### src/rtl/mdu_pkg.sv
// Shared definitions for the multiply/divide unit: op encodings, FSM states,
// default latencies and the long-op decode. Optional divider: MDU_DIV_EN.
package mdu_pkg;

    // md_op_E encodings (6 and 7 are reserved)
    localparam logic [2:0] MD_MULT  = 3'd0;
    localparam logic [2:0] MD_MULTU = 3'd1;
    localparam logic [2:0] MD_DIV   = 3'd2;
    localparam logic [2:0] MD_DIVU  = 3'd3;
    localparam logic [2:0] MD_MTHI  = 3'd4;
    localparam logic [2:0] MD_MTLO  = 3'd5;

    // Sequencer states
    localparam logic [0:0] MDU_IDLE = 1'b0;
    localparam logic [0:0] MDU_RUN  = 1'b1;

    // Default busy latencies
    localparam int unsigned MDU_MULT_CYCLES = 5;
    localparam int unsigned MDU_DIV_CYCLES  = 10;

    // Ops that occupy the unit for several cycles. Without the divider,
    // div/divu decode as reserved and never start a run.
    function automatic logic is_long_op(input logic [2:0] op);
`ifdef MDU_DIV_EN
        return (op <= MD_DIVU);
`else
        return (op <= MD_MULTU);
`endif
    endfunction

endpackage

### src/rtl/mdu_arith.sv
// Combinational 64-bit datapath of the MDU: product for mult/multu and,
// when MDU_DIV_EN is defined, quotient/remainder for div/divu. Any op that
// produces no result (including divide by zero) passes the current HI/LO.
module mdu_arith
    import mdu_pkg::*;
(
    input  logic [2:0]  op,
    input  logic [31:0] a,
    input  logic [31:0] b,
    input  logic [31:0] cur_hi,
    input  logic [31:0] cur_lo,
    output logic [31:0] res_hi,
    output logic [31:0] res_lo
);

    logic [63:0] a_ext;
    logic [63:0] b_ext;
    logic [63:0] prod;

`ifdef MDU_DIV_EN
    logic        a_neg;
    logic        b_neg;
    logic [31:0] a_mag;
    logic [31:0] b_mag;
    logic [31:0] q_mag;
    logic [31:0] r_mag;
    logic [31:0] quot;
    logic [31:0] rem;

    // Sign-magnitude divide: truncates toward zero, remainder takes the
    // dividend's sign; 0x80000000 / -1 wraps back to 0x80000000.
    always_comb begin
        a_neg = (op == MD_DIV) & a[31];
        b_neg = (op == MD_DIV) & b[31];
        a_mag = a_neg ? (32'd0 - a) : a;
        b_mag = b_neg ? (32'd0 - b) : b;
        if (b_mag == 32'd0) begin
            b_mag = 32'd1;  // result is discarded on divide by zero
        end
        q_mag = a_mag / b_mag;
        r_mag = a_mag % b_mag;
        quot  = (a_neg ^ b_neg) ? (32'd0 - q_mag) : q_mag;
        rem   = a_neg ? (32'd0 - r_mag) : r_mag;
    end
`endif

    // Result select: product, quotient/remainder or HI/LO pass-through
    always_comb begin
        a_ext  = (op == MD_MULT) ? {{32{a[31]}}, a} : {32'd0, a};
        b_ext  = (op == MD_MULT) ? {{32{b[31]}}, b} : {32'd0, b};
        prod   = a_ext * b_ext;
        res_hi = cur_hi;
        res_lo = cur_lo;
        if (op == MD_MULT || op == MD_MULTU) begin
            res_hi = prod[63:32];
            res_lo = prod[31:0];
        end
`ifdef MDU_DIV_EN
        if ((op == MD_DIV || op == MD_DIVU) && b != 32'd0) begin
            res_hi = rem;
            res_lo = quot;
        end
`endif
    end

endmodule

### src/rtl/mdu_ctrl.sv
// Multiply/divide unit for pipeline stage E: HI/LO registers, a countdown
// sequencer that models multi-cycle latency, and the D/E stall request.
// Divider is compiled only when MDU_DIV_EN is defined.
module mdu_ctrl
    import mdu_pkg::*;
#(
    parameter int unsigned MULT_CYCLES = MDU_MULT_CYCLES,
    parameter int unsigned DIV_CYCLES  = MDU_DIV_CYCLES
) (
    input  logic        clk,
    input  logic        reset,
    input  logic        start_E,
    input  logic [2:0]  md_op_E,
    input  logic [31:0] a_E,
    input  logic [31:0] b_E,
    input  logic        md_use_D,
    output logic        busy,
    output logic        stall_req,
    output logic [31:0] hi,
    output logic [31:0] lo
);

`ifdef MDU_DIV_EN
    localparam int unsigned CNT_MAX = DIV_CYCLES;
`else
    localparam int unsigned CNT_MAX = MULT_CYCLES;
`endif
    localparam int unsigned CNT_W = $clog2(CNT_MAX + 1);
    localparam logic [CNT_W-1:0] MULT_LOAD = CNT_W'(MULT_CYCLES);
`ifdef MDU_DIV_EN
    localparam logic [CNT_W-1:0] DIV_LOAD = CNT_W'(DIV_CYCLES);
`endif
    localparam logic [CNT_W-1:0] CNT_ONE = CNT_W'(1);

    if (MULT_CYCLES < 1 || DIV_CYCLES < MULT_CYCLES) begin : g_bad_cfg
        $error("mdu_ctrl: need MULT_CYCLES >= 1 and DIV_CYCLES >= MULT_CYCLES");
    end

    logic [0:0]       state;
    logic [CNT_W-1:0] cnt;
    logic [31:0]      pend_hi;
    logic [31:0]      pend_lo;
    logic [31:0]      res_hi;
    logic [31:0]      res_lo;
    logic             start_long;

    mdu_arith u_arith (
        .op     (md_op_E),
        .a      (a_E),
        .b      (b_E),
        .cur_hi (hi),
        .cur_lo (lo),
        .res_hi (res_hi),
        .res_lo (res_lo)
    );

    // Busy flag and stall: a D-stage MDU op must wait while a run is in
    // flight or about to start from stage E.
    always_comb begin
        start_long = start_E & is_long_op(md_op_E);
        busy       = (state == MDU_RUN);
        stall_req  = md_use_D & (busy | start_long);
    end

    // Sequencer, countdown, pending result and HI/LO registers
    always_ff @(posedge clk) begin
        if (reset) begin
            state   <= MDU_IDLE;
            cnt     <= '0;
            pend_hi <= '0;
            pend_lo <= '0;
            hi      <= '0;
            lo      <= '0;
        end else if (state == MDU_RUN) begin
            // New starts are ignored here; the stall keeps them away.
            cnt <= cnt - CNT_ONE;
            if (cnt == CNT_ONE) begin
                hi    <= pend_hi;
                lo    <= pend_lo;
                state <= MDU_IDLE;
            end
        end else if (start_E) begin
            if (start_long) begin
                pend_hi <= res_hi;
                pend_lo <= res_lo;
                state   <= MDU_RUN;
`ifdef MDU_DIV_EN
                cnt     <= (md_op_E <= MD_MULTU) ? MULT_LOAD : DIV_LOAD;
`else
                cnt     <= MULT_LOAD;
`endif
            end else if (md_op_E == MD_MTHI) begin
                hi <= a_E;
            end else if (md_op_E == MD_MTLO) begin
                lo <= a_E;
            end
        end
    end

endmodule

### config.mk
export PLATFORM = sky130hd
export DESIGN_NAME = mdu_ctrl
export DESIGN_NICKNAME = d
export VERILOG_FILES = /design/src/rtl/mdu_pkg.sv /design/src/rtl/mdu_arith.sv /design/src/rtl/mdu_ctrl.sv
export SDC_FILE = /design/constraint.sdc
export NUM_CORES = 2
export LEC_CHECK = 0
export ABC_AREA = 1
export CORE_UTILIZATION = 40
export CTS_BUF_LIST = sky130_fd_sc_hd__clkbuf_8
export DETAILED_ROUTE_END_ITERATION = 12
export PLACE_DENSITY = 0.62
export SYNTH_ARGS = -nofsm -noshare
export SYNTH_HDL_FRONTEND = slang
export SYNTH_SLANG_ARGS = --single-unit
### constraint.sdc
create_clock -name clk -period 10.3 [get_ports clk]
set_clock_uncertainty 0.2 [all_clocks]
set_input_delay 2.06 -clock clk [delete_from_list [all_inputs] [get_ports clk]]
set_output_delay 2.06 -clock clk [all_outputs]
set_load 0.02 [all_outputs]
==> results.md <==
- Initial antenna violation count: 5
- Commonest non-fill, non-tap cell in the layout: inv_1
- Cell mode on critical path: fa_1
- Final layout net count: roughly 9200
- Library cells used by synthesis: 48
- Share of cells above drive strength 1: 16.3%
- Worst-path fanout max: 4
- Initial core utilization: between 40% and 50%
- CP endpoint kind: flip-flop
- Mapped Avg Cell Area: a little over 8 sq um
- Core area: 0.135 sq mm
- Grt total ovfl: 0
- Setup-failing EPs final: 0
- Fin cells: between 9000 and 10000
- Cell Area, Synth: between 0.05 and 0.06 sq mm
- #FFs+latches synth: approximately 130
- Hold-fix buffers, CTS: 0
- Top sig layer: met4
- Remaining DRCs: 0
- Seq/Total Area, Yosys: ~4.8%
- Met2 wire length: 94700 microns
- F_max: approximately 99 MHz
- PortBufs: 136
- DR WL met3: ~9800 microns
- Synth Area in Compound Gates: 4.98%
- CP max-delay cell: fa_1
- Critical path depth: 34
- Number of global-route vias before repair: roughly 49000
- Row cnt: 135
- Hold Violations, Final: 0
- Hold path start: pend_lo[5]
- Adder-cell area share of the yosys netlist: approximately three fifths
- Drt initial violations: between 3000 and 4000
- R2r setup slk: 6880 ps
- IO Pins: ~140
- Routability congestion estimate: between 1 and 1.5
- R2r startpoint: busy
- # placed instances: slightly above 9000
- First-pass GRT wire length: about 290000 microns
- Die W: 371 microns
- Minimum clock period: ~10000 ps
- Multiplexer share of the synthesized area: 0%
- Ys flop type: dfxtp_1
- H-tree Lvls: 4
- Worst hold path type: reg -> reg
- Met1 wire length: between 70000 and 80000 microns
- Worst Reg-to-Reg Cells: 10
- Simple-Gate Fraction of Synth Area: ~14%
- Vias: 44865
- Least-Margin Pin Slew: a little over 1000 ps
- Max-slew violations: 0
- Average wire per standard cell: approximately 21 microns
- Syn_nets: 8496
- MaxCap Viol Count: 0
- Most frequent cells in the layout: inv_1, nand2_1, fa_1, buf_4, ha_1
- Detailed Place HPWL: around 160000 microns
- Critical Path Source Type: input port
- Number of flops mapped to enable cells by yosys: 0
- Cells after Synth: ~6700
- CTS tree: built
- Setup CP Type: in -> reg
- Hold path cells: 2
- DRT antenna net count: 0
- R2R Path End: lo[22]
- Root buffer selected by CTS: clkbuf_8
- Delay-heaviest family, CP: adder cells
- Clk Latency, worst-skew pair: between 400 and 500 ps
- CTS Buf Count: 17
- DIE AREA: around 0.14 sq mm
- Largest family of logic cells by synthesized area: adder cells
- Synth warn: 0
- Die Span Y: ~370 microns
- Largest net degree at the start of global routing: between 80 and 90
- Status: finished, final reports clean
- Crit path largest cell delay: between 600 and 700 ps
- Final worst path period share: ~98%
- Hold Path End: pend_lo[5]
- Maximum root-to-sink buffer count: 2
- Worst Path Required: between 10000 and 15000 ps
- Worst Path Buf+Inv: 9
- Synth async-reset ratio: 0%
- Aggregate global-route resource usage: ~28%
- Slew Limit Headroom: roughly a third
- Pre-antenna DRT Iters: 6
- Xor and xnor area share after synthesis: 0.450%
- Crit path DAT: 10230 ps
- Routed wire length: 189000 microns
- CTS Sinks: roughly 130
- Syn-to-layout area delta: 20.9%
- Clk pin slew, worst setup/hold paths: 90 ps
- Routed vias/inst: 4.89
## cells by family after synthesis
group                    count (synthesis)
flip-flops                             132
AO/OA/AOI/OAI                          467
AND/OR/NAND/NOR                       1892
adder cells (fa/ha/maj)               1729
buffers and inverters                 2448
XOR/XNOR                                28
## final cells by class
| class | instances | area, sq um |
|---|---|---|
| Multi-Input combinational cell | 4116 | 43900 |
| Inverter | 2156 | 8100 |
| Tap cell | 1781 | 2230 |
| Clock buffer | 18 | 248 |
| Fill cell | 13031 | 69300 |
| Antenna cell | 3 | 7.51 |
| Timing Repair Buffer | 948 | 8630 |
| Sequential cell | 132 | 2640 |
| Clock inverter | 14 | 176 |
## worst min-delay path, cell delays in order (launching register included)
cell     delay [ps]
dfxtp_1         320
inv_1            50
a21oi_1          50
## worst max path at each step
stage	start	to	slack, ps
2_1_floorplan	md_op_E[1]	pend_hi[25]	5
3_3_place_gp	md_op_E[1]	pend_hi[27]	-1320
3_5_place_dp	md_op_E[1]	pend_hi[27]	-1220
4_1_cts	md_op_E[2]	pend_hi[30]	10
5_1_grt	b_E[1]	pend_hi[12]	-20
6_report	a_E[10]	pend_hi[23]	240
## what timing repair did
item                       4_1_cts  5_1_grt
resized for setup              130      238
buffers inserted                 3       23
setup endpoints to repair       27       34
pin swaps                       51      138
cloned                           0        8
## cells in the mapped netlist, drive strengths merged (3+ instances only)
master / n / area (sq um)
buf: 19 / 97.6
a31oi: 64 / 400
inv: 2156 / 8090
nand3: 96 / 495
xnor2: 12 / 105
nor4: 3 / 25.0
o21a: 29 / 218
o21ai: 172 / 876
nand4: 18 / 113
a21oi: 131 / 663
o211ai: 24 / 185
nand3b: 4 / 30.0
clkbuf: 273 / 1020
nor2: 256 / 998
a21boi: 5 / 41.3
nand2: 1487 / 5600
o21bai: 29 / 225
xor2: 16 / 140
and3: 3 / 18.8
nor3: 13 / 75.1
dfxtp: 132 / 2640
o221ai: 3 / 26.3
or2: 11 / 68.8
a21o: 3 / 22.5
fa: 1419 / 28400
ha: 310 / 3880
## state kept, by name, indices dropped and copies added (netlist names)
signal	count
cnt	3
hi	32
busy	1
pend_hi	32
lo	32
pend_lo	32
## metrics by stage
step / area (sq um) / setup TNS, ps / hold slack (ps) / setup WS [ps] / util [%]
floorplan: 54500 / 0 / 224 / 4.81 / -
global placement: 63800 / -26050 / 243 / -1320 / 47.1
detailed placement: 63800 / -27000 / 253 / -1220 / 47.1
CTS: 64700 / 0 / 265 / 11.5 / 47.8
global route: 66000 / -80.2 / 284 / -20.7 / 48.7
finish: 66000 / 0 / 262 / 241 / 48.7
## routing by layer
metal / track usage (%) / vias to the layer above
li1: - / 20126
met1: 35.6 / 23090
met2: 49.6 / 1368
met3: 2.62 / 281
met4: 9.18 / 0
met5: 0 / -
Power is left out: the tool's default activity adds up to more than one toggle a clock period on the data nets, which glitch-free logic cannot reach.
